File: config.mk
export PLATFORM = sky130hd
export DESIGN_NAME = serdes_shiftreg_flat
export DESIGN_NICKNAME = d
export VERILOG_FILES = /design/src/rtl/serdes_shiftreg_if.sv /design/src/rtl/serdes_shiftreg.sv /design/src/flat_wrapper.sv
export SDC_FILE = /design/constraint.sdc
export NUM_CORES = 1
export LEC_CHECK = 0
export CORE_MARGIN = 2
export CORE_UTILIZATION = 45
export CTS_BUF_LIST = sky130_fd_sc_hd__clkbuf_4
export DETAILED_ROUTE_END_ITERATION = 8
export PLACE_DENSITY = 0.72
export SYNTH_ARGS = -nofsm -noshare
export SYNTH_HDL_FRONTEND = slang
export SYNTH_SLANG_ARGS = --single-unit
File: constraint.sdc
create_clock -name clk -period 2.2 [get_ports clk]
set_clock_uncertainty 0.2 [all_clocks]
set_input_delay 0.44 -clock clk [delete_from_list [all_inputs] [get_ports clk]]
set_output_delay 0.44 -clock clk [all_outputs]
set_load 0.02 [all_outputs]
File: src/rtl/serdes_shiftreg_if.sv
// Bus bundle between a serial link controller and the serdes_shiftreg engine:
// parallel load handshake, bit strobe, serial pins and received-word outputs.
interface serdes_shiftreg_if #(
    parameter int WIDTH = 16
);
    logic             shift_en;
    logic             load_valid;
    logic [WIDTH-1:0] load_data;
    logic             load_ready;
    logic             sout;
    logic             sout_valid;
    logic             sin;
    logic [WIDTH-1:0] rx_data;
    logic             rx_valid;
    logic             busy;

    modport master (
        output shift_en, load_valid, load_data, sin,
        input  load_ready, sout, sout_valid, rx_data, rx_valid, busy
    );

    modport slave (
        input  shift_en, load_valid, load_data, sin,
        output load_ready, sout, sout_valid, rx_data, rx_valid, busy
    );
endinterface

File: src/rtl/serdes_shiftreg.sv
// Full-duplex shift-register serdes: shifts a loaded word out on sout while
// assembling a received word from sin on the same shift_en strobes.
module serdes_shiftreg #(
    parameter int   WIDTH     = 16,
    parameter int   LSB_FIRST = 0,
    parameter logic IDLE_BIT  = 1'b0
) (
    input  logic                clk,
    input  logic                clear,
    serdes_shiftreg_if.slave    bus
);
    localparam int CNT_W = $clog2(WIDTH);
    localparam logic [CNT_W-1:0] LAST = CNT_W'(WIDTH - 1);

    typedef enum logic {IDLE, SHIFT} state_t;

    state_t           state;
    logic [WIDTH-1:0] tx_reg;
    logic [WIDTH-1:0] rx_reg;
    logic [WIDTH-1:0] rx_data_q;
    logic             rx_valid_q;
    logic [CNT_W-1:0] count;

    logic             last_bit;
    logic             accept;
    logic [WIDTH-1:0] rx_next;

    // Move the transmit word one place toward whichever end drives sout.
    function automatic logic [WIDTH-1:0] tx_shift(input logic [WIDTH-1:0] v);
        if (LSB_FIRST != 0)
            return {1'b0, v[WIDTH-1:1]};
        else
            return {v[WIDTH-2:0], 1'b0};
    endfunction

    // The first received bit must end up at the same end the first TX bit came from.
    function automatic logic [WIDTH-1:0] rx_shift(input logic [WIDTH-1:0] v, input logic b);
        if (LSB_FIRST != 0)
            return {b, v[WIDTH-1:1]};
        else
            return {v[WIDTH-2:0], b};
    endfunction

    function automatic logic out_bit(input logic [WIDTH-1:0] v);
        if (LSB_FIRST != 0)
            return v[0];
        else
            return v[WIDTH-1];
    endfunction

    assign last_bit = (state == SHIFT) && (count == LAST) && bus.shift_en;
    assign accept   = bus.load_valid && bus.load_ready;
    assign rx_next  = rx_shift(rx_reg, bus.sin);

    assign bus.load_ready = !clear && ((state == IDLE) || last_bit);
    assign bus.sout       = (state == SHIFT) ? out_bit(tx_reg) : IDLE_BIT;
    assign bus.sout_valid = (state == SHIFT);
    assign bus.busy       = (state == SHIFT);
    assign bus.rx_data    = rx_data_q;
    assign bus.rx_valid   = rx_valid_q;

    always_ff @(posedge clk or posedge clear) begin
        if (clear) begin
            state      <= IDLE;
            tx_reg     <= '0;
            rx_reg     <= '0;
            rx_data_q  <= '0;
            rx_valid_q <= 1'b0;
            count      <= '0;
        end else begin
            rx_valid_q <= 1'b0;
            case (state)
                IDLE: begin
                    if (accept) begin
                        tx_reg <= bus.load_data;
                        count  <= '0;
                        state  <= SHIFT;
                    end
                end
                SHIFT: begin
                    if (bus.shift_en) begin
                        if (count == LAST) begin
                            rx_data_q  <= rx_next;
                            rx_valid_q <= 1'b1;
                            rx_reg     <= '0;
                            count      <= '0;
                            // A word offered on the final strobe starts the next frame with no gap.
                            if (bus.load_valid) begin
                                tx_reg <= bus.load_data;
                            end else begin
                                tx_reg <= tx_shift(tx_reg);
                                state  <= IDLE;
                            end
                        end else begin
                            tx_reg <= tx_shift(tx_reg);
                            rx_reg <= rx_next;
                            count  <= count + CNT_W'(1);
                        end
                    end
                end
                default: state <= IDLE;
            endcase
        end
    end
endmodule

File: src/flat_wrapper.sv
// flat-port wrapper written by rule: the top's interface ports become plain ports
module serdes_shiftreg_flat 
#(
    parameter int   WIDTH     = 16,
    parameter int   LSB_FIRST = 0,
    parameter logic IDLE_BIT  = 1'b0
)
  (clk, clear, bus_shift_en, bus_load_valid, bus_load_data, bus_sin, bus_load_ready, bus_sout, bus_sout_valid, bus_rx_data, bus_rx_valid, bus_busy);
  serdes_shiftreg_if #(.WIDTH(WIDTH)) bus_i ();
  input  logic clk;
  input  logic clear;
  input wire logic [$bits(bus_i.shift_en)-1:0] bus_shift_en;
  input wire logic [$bits(bus_i.load_valid)-1:0] bus_load_valid;
  input wire logic [$bits(bus_i.load_data)-1:0] bus_load_data;
  input wire logic [$bits(bus_i.sin)-1:0] bus_sin;
  output wire logic [$bits(bus_i.load_ready)-1:0] bus_load_ready;
  output wire logic [$bits(bus_i.sout)-1:0] bus_sout;
  output wire logic [$bits(bus_i.sout_valid)-1:0] bus_sout_valid;
  output wire logic [$bits(bus_i.rx_data)-1:0] bus_rx_data;
  output wire logic [$bits(bus_i.rx_valid)-1:0] bus_rx_valid;
  output wire logic [$bits(bus_i.busy)-1:0] bus_busy;
  assign bus_i.shift_en = bus_shift_en;
  assign bus_i.load_valid = bus_load_valid;
  assign bus_i.load_data = bus_load_data;
  assign bus_i.sin = bus_sin;
  assign bus_load_ready = bus_i.load_ready;
  assign bus_sout = bus_i.sout;
  assign bus_sout_valid = bus_i.sout_valid;
  assign bus_rx_data = bus_i.rx_data;
  assign bus_rx_valid = bus_i.rx_valid;
  assign bus_busy = bus_i.busy;
  serdes_shiftreg #(.WIDTH(WIDTH), .LSB_FIRST(LSB_FIRST), .IDLE_BIT(IDLE_BIT)) u_core (.clk(clk), .clear(clear), .bus(bus_i));
endmodule
# After elaboration in Yosys (flattened, before gate mapping)
# Cells that the tools add are included.
[word_totals]
n_memories = 0
in_bits = 21
reg_bits = 53
latch_bits = 0
rom_bits = 0
elab_cells = 39
ramBits = 0
[op_classes]
n_div = 0
n_addsub = 1
n_bitwise = 1
order_cmp = 0
shifts = 0
multipliers = 0
eq_ne = 3
n_reduce_logical = 9
n_mux = 19
[ops]
columns = ["op", "count"]
rows = [
  ["two-way mux 16 bit", 4],
  ["case mux 16 bit (2 select lines)", 1],
  ["two-way mux 15 bit", 1],
  ["two-way mux 4 bit", 3],
  ["two-way mux 1 bit", 8],
  ["case mux 4 bit (2 select lines)", 1],
  ["adder 4 x 1 -> 4 bit (second input constant)", 1],
  ["== test 4 bit (second input constant)", 1],
  ["logical AND 1 bit", 4],
  ["AND reduction 2 bit", 2],
  ["AND reduction 3 bit", 1],
  ["!= test 2 x 1 -> 1 bit (second input constant)", 1],
  ["!= test 2 bit (second input constant)", 1],
  ["case mux 1 bit (2 select lines)", 1],
  ["zero test 1 bit", 1],
  ["logical OR 1 bit", 1],
  ["NOT 1 bit", 1],
]

# Logic depth before layout (Yosys ltp)
[logic_depth]
depth_word = 8
ltp_mapped = 6
ltp_nobuf = 5

# Least setup slack after synthesis
# Ideal clock, no wire load.
[synth_timing]
path_type = "flip-flop to output port"
startpoint = "register u_core.state (netlist: u_core.bus.busy)"
endpoint = "output bus_load_ready"
n_path_buf = 1
stages_incl_launch_ff = 5
arrival_time_ps = 1475
path_slack_ps = 85
required_time_ps = 1560
path_cell_list = "dfrtp_1 -> nand2_2 -> or2_1 -> buf_6 -> a21oi_1"
[synth_via]
elab_chain_len = 4
[synth_lines]
columns = ["element", "line_no", "text"]
rows = [
  ["from (decl)", "serdes_shiftreg.sv:17", "state_t state;"],
  ["from (signal assigned)", "serdes_shiftreg.sv:64", "state <= IDLE;"],
  ["from (signal assigned)", "serdes_shiftreg.sv:77", "state <= SHIFT;"],
  ["from (signal assigned)", "serdes_shiftreg.sv:92", "state <= IDLE;"],
  ["logical AND 1 bit (2 in a row)", "serdes_shiftreg.sv:51", "assign last_bit = (state == SHIFT) && (count == LAST) && bus.shift_en;"],
  ["logical OR 1 bit (*)", "serdes_shiftreg.sv:55", "assign bus.load_ready = !clear && ((state == IDLE) || last_bit);"],
  ["logical AND 1 bit (*)", "serdes_shiftreg.sv:55", ""],
  ["to (decl)", "flat_wrapper.sv:16", "output wire logic [$bits(bus_i.load_ready)-1:0] bus_load_ready;"],
]
# Every way passes the cells marked *; elsewhere a longest branch is shown, timed or not.

# Worst setup path after layout
[layout_timing]
startpoint = "register u_core.count[1]"
endpoint = "output bus_load_ready"
[layout_via]
elab_chain_len = 5
[layout_lines]
columns = ["element", "line_no", "text"]
rows = [
  ["from (decl)", "serdes_shiftreg.sv:22", "logic [CNT_W-1:0] count;"],
  ["from (signal assigned)", "serdes_shiftreg.sv:97", "count <= count + CNT_W'(1);"],
  ["== test 4 bit", "serdes_shiftreg.sv:51", ""],
  ["logical AND 1 bit (2 in a row)", "serdes_shiftreg.sv:51", ""],
  ["logical OR 1 bit", "serdes_shiftreg.sv:55", ""],
  ["logical AND 1 bit", "serdes_shiftreg.sv:55", ""],
]
# Every way passes these cells.

==> flow_metrics.env <==
export IMPL_avgRoutedWirePerCell_um=14.8
export IMPL_crit_required_ns=1.56
export IMPL_drt_iter0_drc=91
export IMPL_yosys_area_top_type="dfrtp_1"
export IMPL_grt_pass1_vias=1698
export IMPL_yosysWarnings=0
export IMPL_nFillCells=427
export IMPL_path_class="reg2out"
export IMPL_holdBufCountCts=0
export IMPL_fin_setup_tns_ns=-0.00645
export IMPL_num_antenna_cells=0
export IMPL_die_area_um2=5670
export IMPL_dp_hpwl_mm=3.07
export IMPL_crit_family="flip-flops"
export IMPL_drc_errors=0
export IMPL_crit_fanout=2
export IMPL_critical_path_cell_chain="ha_2 -> nand3_2 -> or2_4 -> a21oi_2 -> buf_6"
export IMPL_cts_buffers=5
export IMPL_post_route_util_pct=61.5
export IMPL_cts_root_buffer="clkbuf_4"
export IMPL_hp_class="reg2reg"
export IMPL_cp_slowest_cell="dfrtp_1"
export IMPL_routed_wl_mm=4.67
export IMPL_die_w_um=75.3
export IMPL_cts_tree="yes"
export IMPL_io_buffer_count=41
export IMPL_core_area_um2=4820
export IMPL_initial_core_util_pct=47.5
export IMPL_ios=42
export IMPL_violations="negative setup slack"
export IMPL_finalMaxSlewViolations=0
export IMPL_layout_drive_gt1_share_pct=18.5
export IMPL_antenna_found_initial=0
export IMPL_synth_edf_count=0
export IMPL_crit_buf_inv=1
export IMPL_path_clk_slew_ns=0.18
export IMPL_clockBufferDepth=2
export IMPL_power_leakage_nw=1.34
export IMPL_place_ws_ns=-0.489
export IMPL_grt_max_degree=54
export IMPL_die_height_um=75.3
export IMPL_dr_total_vias=1759
export IMPL_synth_most_common_cell="dfrtp_1"
export IMPL_finalSetupViolations=1
export IMPL_grt_use_total_pct=18.2
export IMPL_synth_distinct_cells=33
export IMPL_insertion_delay_ns=0.38
export IMPL_maxSlewHeadroom_pct=69.0
export IMPL_maxCapViolCount=0
export IMPL_avgViaCountPerCell=5.58
export IMPL_rsz0062_at_grt="yes"
export IMPL_status="finished, violations left"
export IMPL_rows=25
export IMPL_fin_crit_ns=2.21
export IMPL_finalCritPeriodShare_pct=100
export IMPL_cts_sinks=53
export IMPL_area_delta_synth_final_pct=29.4
export IMPL_synth_commonest_cells="53 x dfrtp_1, 17 x a22o_1, 17 x nand3_1"
export IMPL_gp_congestion=0.795
export IMPL_cp_arrival_ns=1.57
export IMPL_final_setup_worst_slack_ns=-0.00645
export IMPL_ant_nets=0
export IMPL_syn_num_nets=215
export IMPL_peakVddDrop_mv=0.745
export IMPL_ys_seq_elements=53
export IMPL_end_kind="output pin"
export IMPL_synth_area_leaders="dfrtp_1 58%, a22o_1 6.5%, mux2_4 4.6%"
export IMPL_critPathMaxStageDelay_ns=0.38
export IMPL_worst_slew_pin_slew_ns=0.465
export IMPL_yosysSeqAreaShare_pct=58.0
export IMPL_ys_async_sr_fraction_pct=100
export IMPL_ctsHtreeMaxLevel=2
export IMPL_synth_top_area_share_pct=58.0
export IMPL_grt_pass1_wl_mm=7.91
export IMPL_critPathLaunchType="flop"
export IMPL_fmax_ghz=0.453
export IMPL_dr_pass1_iters=4
export IMPL_overflow=0
export IMPL_r2r_setup_slack_ns=0.27
export IMPL_synth_cells=193
export IMPL_hold_viol=0
export IMPL_pwr_density_cell_nw_per_um2=1190
export IMPL_syn_area_per_cell_um2=11.9
export IMPL_ys_flop_type="dfrtp_1"
export IMPL_layout_nets=269
export IMPL_netlist_area_um2=2290
## power by group
part	leakage (nW)	internal [mW]	total, mW	switching, mW
sequential	0.660	1.37	1.62	0.250
combinational	0.643	0.781	1.45	0.668
clock	0.0318	0.131	0.458	0.327
## timing repair
item,in CTS,in global routing
endpoints found under the hold margin,0,0
buffers inserted,0,1
setup endpoints to repair,4,1
pin swaps,0,3
gates resized for setup,8,5
## cells in the final DEF (no fill, tap or decap), types with 2 or more instances in the layout
master and n:
dfrtp_1 53, clkdlybuf4s50_1 37, buf_4 19, a22o_1 17, o21ai_0 16, nand3_1 16, nor3_1 16, a31oi_1 15
mux2_1 9, mux2_4 7, clkbuf_4 5, inv_1 3, and2_1 3, dlygate4sd2_1 3, inv_6 2, nor2_1 2
a21oi_1 2, buf_12 2
## final timing paths
path                                        start                      to  cells after the start
hold reg to reg            u_core.bus.rx_data[11]  u_core.bus.rx_data[11]                      1
setup / recovery                  u_core.count[1]          bus_load_ready                      5
hold / removal             u_core.bus.rx_data[11]  u_core.bus.rx_data[11]                      1
min in group asynchronous                   clear         u_core.bus.busy                      4
max in group asynchronous                   clear        u_core.tx_reg[1]                      4
setup reg to reg                  u_core.bus.busy        u_core.tx_reg[0]                      6
## cell families after synthesis
family                   share of synthesized area (%)
AO/OA/AOI/OAI                                     16.1
flip-flops                                        58.0
AND/OR/NAND/NOR                                   11.4
buffers and inverters                             4.48
multiplexers                                      9.51
adder cells (fa/ha/maj)                          0.547
## through the flow
| stage | instances | total power [mW] | hold WS [ns] | cell area [um2] |
|---|---|---|---|---|
| final | 315 | 3.52 | 0.305 | 2960 |
| after global routing | 315 | 3.75 | 0.327 | 2960 |
| after CTS | 314 | 3.52 | 0.313 | 2940 |
| after detailed placement | 306 | 3.08 | 0.275 | 2880 |
| after global placement | 306 | 3.03 | 0.268 | 2880 |
| after floorplan | 193 | 2.49 | 0.273 | 2290 |
## metal layers
metal | track usage (%) | wire length, um | part of all wire (%) | vias to the layer above
met5 | 0 | 0 | 0 | -
met4 | 5.85 | 73 | 1.6 | 0
met3 | 3.44 | 230 | 4.9 | 6
met2 | 28.9 | 2220 | 48 | 48
met1 | 25.4 | 2150 | 46 | 875
li1 | - | - | - | 830
## cell type report
type,instances,area (um2),area share (%)
Sequential cell,53,1330,44.8
Multi-Input combinational cell,120,873,29.5
Timing Repair Buffer,62,591,19.9
Tap cell,67,83.8,2.83
Clock buffer,5,37.5,1.27
Clock inverter,3,25.0,0.845
Inverter,5,23.8,0.803
Power figures use the tool's default switching activity.
